===== src/rtl/axi_line_pkg.sv =====
// axi_line_pkg: shared types and constants for the AXI4 line master.
//   state_e        - transaction FSM states
//   AXI_RESP_OKAY  - OKAY response encoding
//   AXI_BURST_INCR - INCR burst encoding
//   axi_size()     - AxSIZE encoding for a given data bus width in bits
package axi_line_pkg;

    typedef enum logic [2:0] {
        ST_IDLE,
        ST_AR,
        ST_R,
        ST_AW,
        ST_W,
        ST_B,
        ST_DONE
    } state_e;

    localparam logic [1:0] AXI_RESP_OKAY  = 2'b00;
    localparam logic [1:0] AXI_BURST_INCR = 2'b01;

    // AxSIZE is log2 of the number of bytes per beat.
    function automatic logic [2:0] axi_size(input int unsigned data_width);
        return 3'($clog2(data_width / 8));
    endfunction

endpackage


===== src/rtl/line_beat_counter.sv =====
// line_beat_counter: beat index within a line burst, shared by R and W paths.
//   clk, rst  - clock, synchronous active-high reset
//   i_inc     - one beat transferred this cycle
//   i_clr     - abandon the burst (index back to 0)
//   o_idx     - current beat index
//   o_last    - current beat is the final beat of the line
module line_beat_counter #(
    parameter  int BEATS = 8,
    localparam int CW    = (BEATS > 1) ? $clog2(BEATS) : 1
) (
    input  logic          clk,
    input  logic          rst,
    input  logic          i_inc,
    input  logic          i_clr,
    output logic [CW-1:0] o_idx,
    output logic          o_last
);

    localparam logic [CW-1:0] LAST_IDX = CW'(BEATS - 1);

    logic [CW-1:0] r_idx;

    // Wraps to 0 after the last beat so each burst starts clean.
    always_ff @(posedge clk) begin
        if (rst || i_clr)
            r_idx <= '0;
        else if (i_inc)
            r_idx <= o_last ? '0 : r_idx + CW'(1);
    end

    assign o_idx  = r_idx;
    assign o_last = (r_idx == LAST_IDX);

endmodule


===== src/rtl/axi_line_master.sv =====
// axi_line_master: moves one cache line per transaction over AXI4 INCR bursts.
//   clk, rst                    - clock, synchronous active-high reset
//   i_start_read/i_start_write  - request fill / write-back (write wins)
//   i_addr, i_line_wdata        - line address and write-back data
//   o_line_rdata                - filled line, held until next fill's first beat
//   o_read_done/o_write_done    - one-cycle completion pulses
//   o_busy, o_error             - transaction in flight / last transaction failed
//   AR/R/AW/W/B channel ports   - AXI4 master interface
module axi_line_master
    import axi_line_pkg::*;
#(
    parameter int LINE_WIDTH     = 512,
    parameter int AXI_DATA_WIDTH = 64,
    parameter int ADDR_WIDTH     = 64
) (
    input  logic                        clk,
    input  logic                        rst,
    input  logic                        i_start_read,
    input  logic                        i_start_write,
    input  logic [ADDR_WIDTH-1:0]       i_addr,
    input  logic [LINE_WIDTH-1:0]       i_line_wdata,
    output logic [LINE_WIDTH-1:0]       o_line_rdata,
    output logic                        o_read_done,
    output logic                        o_write_done,
    output logic                        o_busy,
    output logic                        o_error,
    output logic [ADDR_WIDTH-1:0]       o_araddr,
    output logic [7:0]                  o_arlen,
    output logic [2:0]                  o_arsize,
    output logic [1:0]                  o_arburst,
    output logic                        o_arvalid,
    input  logic                        i_arready,
    input  logic [AXI_DATA_WIDTH-1:0]   i_rdata,
    input  logic [1:0]                  i_rresp,
    input  logic                        i_rlast,
    input  logic                        i_rvalid,
    output logic                        o_rready,
    output logic [ADDR_WIDTH-1:0]       o_awaddr,
    output logic [7:0]                  o_awlen,
    output logic [2:0]                  o_awsize,
    output logic [1:0]                  o_awburst,
    output logic                        o_awvalid,
    input  logic                        i_awready,
    output logic [AXI_DATA_WIDTH-1:0]   o_wdata,
    output logic [AXI_DATA_WIDTH/8-1:0] o_wstrb,
    output logic                        o_wlast,
    output logic                        o_wvalid,
    input  logic                        i_wready,
    input  logic [1:0]                  i_bresp,
    input  logic                        i_bvalid,
    output logic                        o_bready
);

    localparam int BEATS    = LINE_WIDTH / AXI_DATA_WIDTH;
    localparam int CW       = (BEATS > 1) ? $clog2(BEATS) : 1;
    localparam int OFF_BITS = $clog2(LINE_WIDTH / 8);
    localparam logic [ADDR_WIDTH-1:0] ALIGN_MASK =
        ~((ADDR_WIDTH'(1) << OFF_BITS) - ADDR_WIDTH'(1));
    localparam logic [7:0] AXLEN  = 8'(BEATS - 1);
    localparam logic [2:0] AXSIZE = axi_size(AXI_DATA_WIDTH);

    state_e                  r_state, w_next;
    logic [ADDR_WIDTH-1:0]   r_addr;
    logic [LINE_WIDTH-1:0]   r_wline;
    logic [LINE_WIDTH-1:0]   r_line_rdata;
    logic                    r_error;
    logic                    r_is_read;

    logic [CW-1:0]           w_idx;
    logic                    w_last;
    logic                    w_accept;
    logic                    w_rbeat;
    logic                    w_wbeat;

    assign w_accept = (r_state == ST_IDLE) && (i_start_read || i_start_write);
    assign w_rbeat  = (r_state == ST_R) && i_rvalid;
    assign w_wbeat  = (r_state == ST_W) && i_wready;

    // An early rlast ends the burst before the counter wraps on its own.
    line_beat_counter #(.BEATS(BEATS)) u_beat_cnt (
        .clk    (clk),
        .rst    (rst),
        .i_inc  (w_rbeat || w_wbeat),
        .i_clr  (w_rbeat && i_rlast && !w_last),
        .o_idx  (w_idx),
        .o_last (w_last)
    );

    always_ff @(posedge clk) begin
        if (rst)
            r_state <= ST_IDLE;
        else
            r_state <= w_next;
    end

    always_comb begin
        w_next       = r_state;
        o_arvalid    = 1'b0;
        o_rready     = 1'b0;
        o_awvalid    = 1'b0;
        o_wvalid     = 1'b0;
        o_wlast      = 1'b0;
        o_bready     = 1'b0;
        o_read_done  = 1'b0;
        o_write_done = 1'b0;
        unique case (r_state)
            ST_IDLE: begin
                if (i_start_write)     w_next = ST_AW;
                else if (i_start_read) w_next = ST_AR;
            end
            ST_AR: begin
                o_arvalid = 1'b1;
                if (i_arready) w_next = ST_R;
            end
            ST_R: begin
                o_rready = 1'b1;
                // Either marker of burst end terminates; mismatch is flagged as error.
                if (i_rvalid && (i_rlast || w_last)) w_next = ST_DONE;
            end
            ST_AW: begin
                o_awvalid = 1'b1;
                if (i_awready) w_next = ST_W;
            end
            ST_W: begin
                o_wvalid = 1'b1;
                o_wlast  = w_last;
                if (i_wready && w_last) w_next = ST_B;
            end
            ST_B: begin
                o_bready = 1'b1;
                if (i_bvalid) w_next = ST_DONE;
            end
            ST_DONE: begin
                o_read_done  = r_is_read;
                o_write_done = !r_is_read;
                w_next       = ST_IDLE;
            end
            default: w_next = ST_IDLE;
        endcase
    end

    always_ff @(posedge clk) begin
        if (rst) begin
            r_addr       <= '0;
            r_wline      <= '0;
            r_line_rdata <= '0;
            r_error      <= 1'b0;
            r_is_read    <= 1'b0;
        end else begin
            if (w_accept) begin
                r_addr    <= i_addr & ALIGN_MASK;
                r_wline   <= i_line_wdata;
                r_error   <= 1'b0;
                r_is_read <= !i_start_write;
            end
            if (w_rbeat) begin
                r_line_rdata[w_idx*AXI_DATA_WIDTH +: AXI_DATA_WIDTH] <= i_rdata;
                if ((i_rresp != AXI_RESP_OKAY) || (i_rlast != w_last))
                    r_error <= 1'b1;
            end
            if ((r_state == ST_B) && i_bvalid && (i_bresp != AXI_RESP_OKAY))
                r_error <= 1'b1;
        end
    end

    assign o_busy       = (r_state != ST_IDLE) && (r_state != ST_DONE);
    assign o_error      = r_error;
    assign o_line_rdata = r_line_rdata;

    assign o_araddr  = r_addr;
    assign o_arlen   = AXLEN;
    assign o_arsize  = AXSIZE;
    assign o_arburst = AXI_BURST_INCR;
    assign o_awaddr  = r_addr;
    assign o_awlen   = AXLEN;
    assign o_awsize  = AXSIZE;
    assign o_awburst = AXI_BURST_INCR;
    assign o_wdata   = r_wline[w_idx*AXI_DATA_WIDTH +: AXI_DATA_WIDTH];
    assign o_wstrb   = '1;

endmodule


===== config.mk =====
export PLATFORM = sky130hd
export DESIGN_NAME = axi_line_master
export DESIGN_NICKNAME = d
export VERILOG_FILES = /design/src/rtl/axi_line_pkg.sv /design/src/rtl/line_beat_counter.sv /design/src/rtl/axi_line_master.sv
export SDC_FILE = /design/constraint.sdc
export NUM_CORES = 2
export LEC_CHECK = 0
export BUFFER_PORTS_ARGS = -buffer_cell sky130_fd_sc_hd__clkbuf_2
export CAP_MARGIN = 40
export CORE_AREA = 2 2 542 544
export DETAILED_ROUTE_END_ITERATION = 7
export DIE_AREA = 0 0 544 546
export PLACE_DENSITY = 0.3
export SLEW_MARGIN = 20
export SYNTH_ARGS = -nofsm -noshare
export SYNTH_HDL_FRONTEND = slang
export SYNTH_SLANG_ARGS = --single-unit

===== constraint.sdc =====
create_clock -name clk -period 3.65 [get_ports clk]
set_clock_uncertainty 0.1 [all_clocks]
set_input_delay 0.1825 -clock clk [delete_from_list [all_inputs] [get_ports clk]]
set_output_delay 0.1825 -clock clk [all_outputs]
set_load 0.01 [all_outputs]

# Word-level counts from Yosys, hierarchy flattened
# Index checks and enable logic that the tools add are counted.
# word_totals
regBits	1090
latchBits	0
ramBits	0
rom_bits	0
in_bits	654
out_inout_bits	748
elab_cells	72
mem_count	0
# op_classes
addsub	2
n_mul	0
n_div	0
magnitude_cmp	0
n_eq_ne	15
shifts	3
n_mux	22
n_bitwise	0
reduce_logical	23
# op_table
op	count
bitwise mux 512 bit	1
variable shift 64 x 34 -> 512 bit (first input constant)	1
indexed part select 512 x 10 -> 64 bit	1
indexed part select 64 x 34 -> 512 bit	1
negation 9 -> 34 bit	1
2-to-1 mux 3 bit	8
one-hot mux 3 bit (6 select lines)	1
== test 3 bit (second input constant)	4
2-to-1 mux 1 bit	12
logical AND 1 bit	10
== test 3 x 2 -> 1 bit (second input constant)	2
inequality test 2 bit (second input constant)	3
inequality test 3 bit (second input constant)	2
AND reduction 6 bit	1
logical OR 1 bit	5
inequality test 2 x 1 -> 1 bit (second input constant)	2
nonzero test 2 bit	2
adder 3 x 1 -> 3 bit (second input constant)	1
== test 3 x 1 -> 1 bit (second input constant)	1
logical NOT 1 bit	3
logical NOT 3 bit	1
nonzero test 3 bit	1
inequality test 1 bit	1

# Logic depth before layout (Yosys ltp)
# depth
word_depth	6
ltp_mapped	11
ltp_nobuf	6

# By module
# From an unflattened synthesis, not the netlist that was laid out.
# unflattened
cells_unflattened	5176
hier_area_um2	46704.8
# modules_own_cells
mod	n_inst	cells_each	area_each_um2	seq_area_each_um2
axi_line_master	1	5163	46555.9	21760.9
line_beat_counter	1	13	148.9	60.1

# Worst setup path before layout
# Ideal clock, no wire load.
# synth_timing
path_kind	register to register
start	reg u_beat_cnt.r_idx[1] (netlist: u_beat_cnt.o_idx[1])
end	reg r_line_rdata[10] (netlist: o_line_rdata[10])
setup_time_ps	72
arrival_time_ps	2826
t_required_ps	3478
path_slack_ps	652
stages_incl_launch_ff	12
n_path_buf	5
period_less_slack_ps	2998
cell_sequence	dfxtp_1 buf_2 clkbuf_1 clkbuf_1 inv_1 ha_1 ha_1 or4b_4 nor4_4 buf_6 buf_12 mux2i_1
# synth_via
elab_chain_len	3
word_cells_on_any_way	4
classes_between	1 x add/sub; 2 x shift; 1 x mux
# synth_lines
element	line_no	rtl
start: declaration	line_beat_counter.sv:21	logic [CW-1:0] r_idx;
start signal: assignment	line_beat_counter.sv:28	r_idx <= o_last ? '0 : r_idx + CW'(1);
negation 9 -> 34 bit *	axi_line_master.sv:157	r_line_rdata[w_idx*AXI_DATA_WIDTH +: AXI_DATA_WIDTH] <= i_rdata;
indexed part select 64 x 34 -> 512 bit or variable shift 64 x 34 -> 512 bit (tied branches)	axi_line_master.sv:157	
bitwise mux 512 bit *	axi_line_master.sv:157	
end signal: indexed assignment	axi_line_master.sv:157	
end: declaration	axi_line_master.sv:65	logic [LINE_WIDTH-1:0] r_line_rdata;
# Mark *: on every way between the ends. The rest lies on a longest branch, timed or not.
# A chain may end at the register's enable or synchronous reset.

# Worst setup path in the final report
# layout_timing
start	reg u_beat_cnt.r_idx[0] (netlist: u_beat_cnt.o_idx[0])
end	out o_wdata[40]
# layout_via
elab_chain_len	1
# layout_lines
element	line_no	rtl
indexed part select 512 x 10 -> 64 bit	axi_line_master.sv:178	assign o_wdata = r_wline[w_idx*AXI_DATA_WIDTH +: AXI_DATA_WIDTH];
end: declaration	axi_line_master.sv:44	output logic [AXI_DATA_WIDTH-1:0] o_wdata,
# Every way passes these cells.

==> impl_metrics.json <==
{
  "status": "completed",
  "async_reset_ff_frac": 0,
  "relSlewSlack": 0.2521,
  "max_cap_viol_count": 0,
  "power.leakage_uw": 0.03020,
  "synth_seq_cells": 1090,
  "grt.total_usage": 0.1723,
  "io-pin-count": 1402,
  "rr_worst_depth": 7,
  "grt_pass1_vias": 45870,
  "required_ns": 3.37,
  "critPathKind": "reg -> out",
  "cts_sinks": 1090,
  "rrSetupSlack_ns": 0.33,
  "dp_hpwl_um": 200600,
  "yosysTopAreaCell": "dfxtp_1",
  "design_area_mm2": 0.07004,
  "drive_gt1_frac": 0.2647,
  "drv_slew": 0,
  "antenna_found_initial": 121,
  "io_buffers": 1349,
  "slowest_stage": "dfxtp_4",
  "cts_tree": "yes",
  "path_clk_slew_ns": 0.06,
  "core_area_mm2": 0.2921,
  "finalCriticalPeriod_ns": 3.431,
  "path_delay_family": "flip-flops",
  "drt_iter0_drc": 2415,
  "critPathMostFrequentCell": "nand2_1",
  "pwr_density_cell_mw_per_mm2": 526.9,
  "path_cells": "buf_6 -> mux4_2 -> nand2_1 -> nand2_1 -> clkbuf_2",
  "synthDistinctLibCells": 47,
  "synthesis.area_mm2": 0.04539,
  "grt_max_degree": 183,
  "areaGrowthSynthToFinish_pct": 54.30,
  "die_x_um": 544,
  "ant_nets": 0,
  "worst_pin_slew_ns": 1.122,
  "hold_depth": 5,
  "wirelength_um": 266400,
  "multi_input_area_mm2": 0.02079,
  "wl_per_cell_um": 24.05,
  "worstHoldStart": "i_start_read",
  "tns_ns": 0,
  "ys_top_cells_by_area": "dfxtp_1 48%, mux2i_1 11%, nand2_1 7.4%, nand3_1 6.4%, a21oi_1 6.4%",
  "cpPeakStageDelay_ns": 0.60,
  "power_uw": 36900,
  "grt_pass1_wl_um": 365100,
  "place_area_mm2": 0.05632,
  "cts_setup_buffers": 0,
  "dieArea_mm2": 0.2970,
  "gr-usage-met3": 0.04765,
  "rows": 199,
  "dp_slack_ns": 0.4789,
  "layout_commonest_cell": "clkbuf_2",
  "grt.met1_usage": 0.1914,
  "start_util": 0.1554,
  "grt_most_used_layer": "met2",
  "hold_violations": 0,
  "synth_area_per_cell_um2": 9.019,
  "max_freq_mhz": 291.5,
  "n_fill_cell": 32304,
  "cts_buffers": 150,
  "synth_flop_cell": "dfxtp_1",
  "crit_path_start_kind": "register",
  "die_h_um": 546,
  "timing.rr.start": "r_state[2]$_SDFFE_PP0P_",
  "synth-edff-count": 0,
  "ys_seq_area_frac": 0.4807,
  "period_share": 0.9400,
  "h-tree-depth": 4,
  "overflow": 0,
  "layout_common_cells": "1348 x clkbuf_2, 1087 x dfxtp_1, 896 x nand2_1, 855 x dlygate4sd3_1, 576 x a21oi_1",
  "crit_path_max_fanout": 17,
  "synth_top_area_frac": 0.4807,
  "hold_path.class": "in -> reg",
  "first_pass_iters": 5,
  "fin_util": 0.2398,
  "vdd_drop_max_uv": 303.8,
  "yosysWarnings": 0,
  "hold_end": "r_wline[380]$_SDFFE_PP0P_",
  "place.gp.congestion": 0.8251,
  "path_buf_inv": 2,
  "clock_latency_ns": 0.81,
  "end_kind": "output pin",
  "use_met2": 0.3028,
  "viasPerCell": 4.080,
  "cts_buffer_depth": 4,
  "drc": 0,
  "vias": 45203,
  "finalSetupViolations": 0,
  "clockRootBuffer": "clkbuf_16",
  "seq_area_mm2": 0.02183,
  "worstPathArrival_ns": 3.15,
  "setup_ws_ns": 0.2189,
  "finish.net_count": 7649,
  "rsz0062_at_grt": "no",
  "r2r-end": "r_wline[332]$_SDFFE_PP0P_",
  "synthCells": 5033
}
==> metrics by stage <==
stage / std cells / hold slack [ns]
after floorplan: 5077 / 0.1791
after global placement: 9898 / 0.3200
after detailed placement: 9900 / 0.3266
after CTS: 11013 / 0.00002987
after global routing: 11057 / 0.03994
final: 11080 / 0.05498
==> cells by family (layout without fill, tap and decap cells) <==
group                      count (synthesis)  count (layout)  share of synthesized area
and+or+nand+nor                         1516            1516                     0.1442
AOI/OAI and AO/OA                       1164            1164                     0.1291
DFF                                     1090            1090                     0.4807
muxes                                    642             642                     0.1769
buffers and inverters                    611            2629                    0.06684
adders and majority gates                  6               6                   0.001654
other                                      2             112                  0.0001654
xor gates and xnor gates                   2               2                  0.0003860
==> worst max path at each step <==
stage	slack (ns)	to	start	cells past startpoint
4_1_cts	0.01	o_wdata[40]	u_beat_cnt.o_idx[0]$_SDFFE_PP0P_	5
3_5_place_dp	0.48	o_line_rdata[7]$_SDFFE_PP0P_	u_beat_cnt.o_idx[0]$_SDFFE_PP0P_	8
5_1_grt	0.07	o_wdata[5]	u_beat_cnt.o_idx[0]$_SDFFE_PP0P_	5
6_report	0.22	o_wdata[40]	u_beat_cnt.o_idx[0]$_SDFFE_PP0P_	5
2_1_floorplan	0.65	o_line_rdata[10]$_SDFFE_PP0P_	u_beat_cnt.o_idx[1]$_SDFFE_PP0P_	11
3_3_place_gp	0.49	o_line_rdata[216]$_SDFFE_PP0P_	u_beat_cnt.o_idx[0]$_SDFFE_PP0P_	7
==> report_power, final <==
part	switching, uW	internal, uW
Sequential	636	12900
Clock	6110	9010
Combinational	4930	3280
==> tightest hold or removal path, stage by stage <==
cell	delay, ns
clkbuf_2	0.13
nor2_4	0.11
buf_12	0.22
o21ai_1	0.15
a21oi_1	0.07
==> synth_stat cells (7+ instances only) <==
cell type / instances
buf_4: 122
a21oi_1: 576
buf_6: 9
nand3_1: 577
o21ai_1: 191
nor2b_1: 7
dfxtp_1: 1090
nand2_1: 899
o21ai_0: 387
mux2i_1: 513
clkbuf_1: 366
buf_2: 93
mux4_2: 128
buf_1: 8
==> metal layers <==
metal / up-vias / wire, um
met5: - / 581
met4: 90 / 12670
met3: 399 / 17780
met2: 1346 / 132400
met1: 21935 / 103000
li1: 21433 / -
==> registers in the layout, indices dropped and copies added, names as in the netlist <==
name and cells:
o_error 1, o_araddr 58, o_line_rdata 512, r_state 3, r_is_read 1, u_beat_cnt.o_idx 3
r_wline 512
==> cell type report <==
type                       instances  share of cell area
sequential                      1090              0.3117
multi-input combinational       3376              0.2969
timing repair buffer            2365              0.2480
tap                             3919             0.07001
clock buffer                     231             0.06383
clock inverter                    27            0.006806
antenna                           66            0.002358
inverter                           6           0.0004644
==> repair_timing <==
item,4_1_cts,5_1_grt
gates resized for setup,7,0
hold buffers,855,0
setup endpoints to repair,10,0
hold endpoints to repair,1082,0
Note: power is estimated with default switching activity, not from simulation.
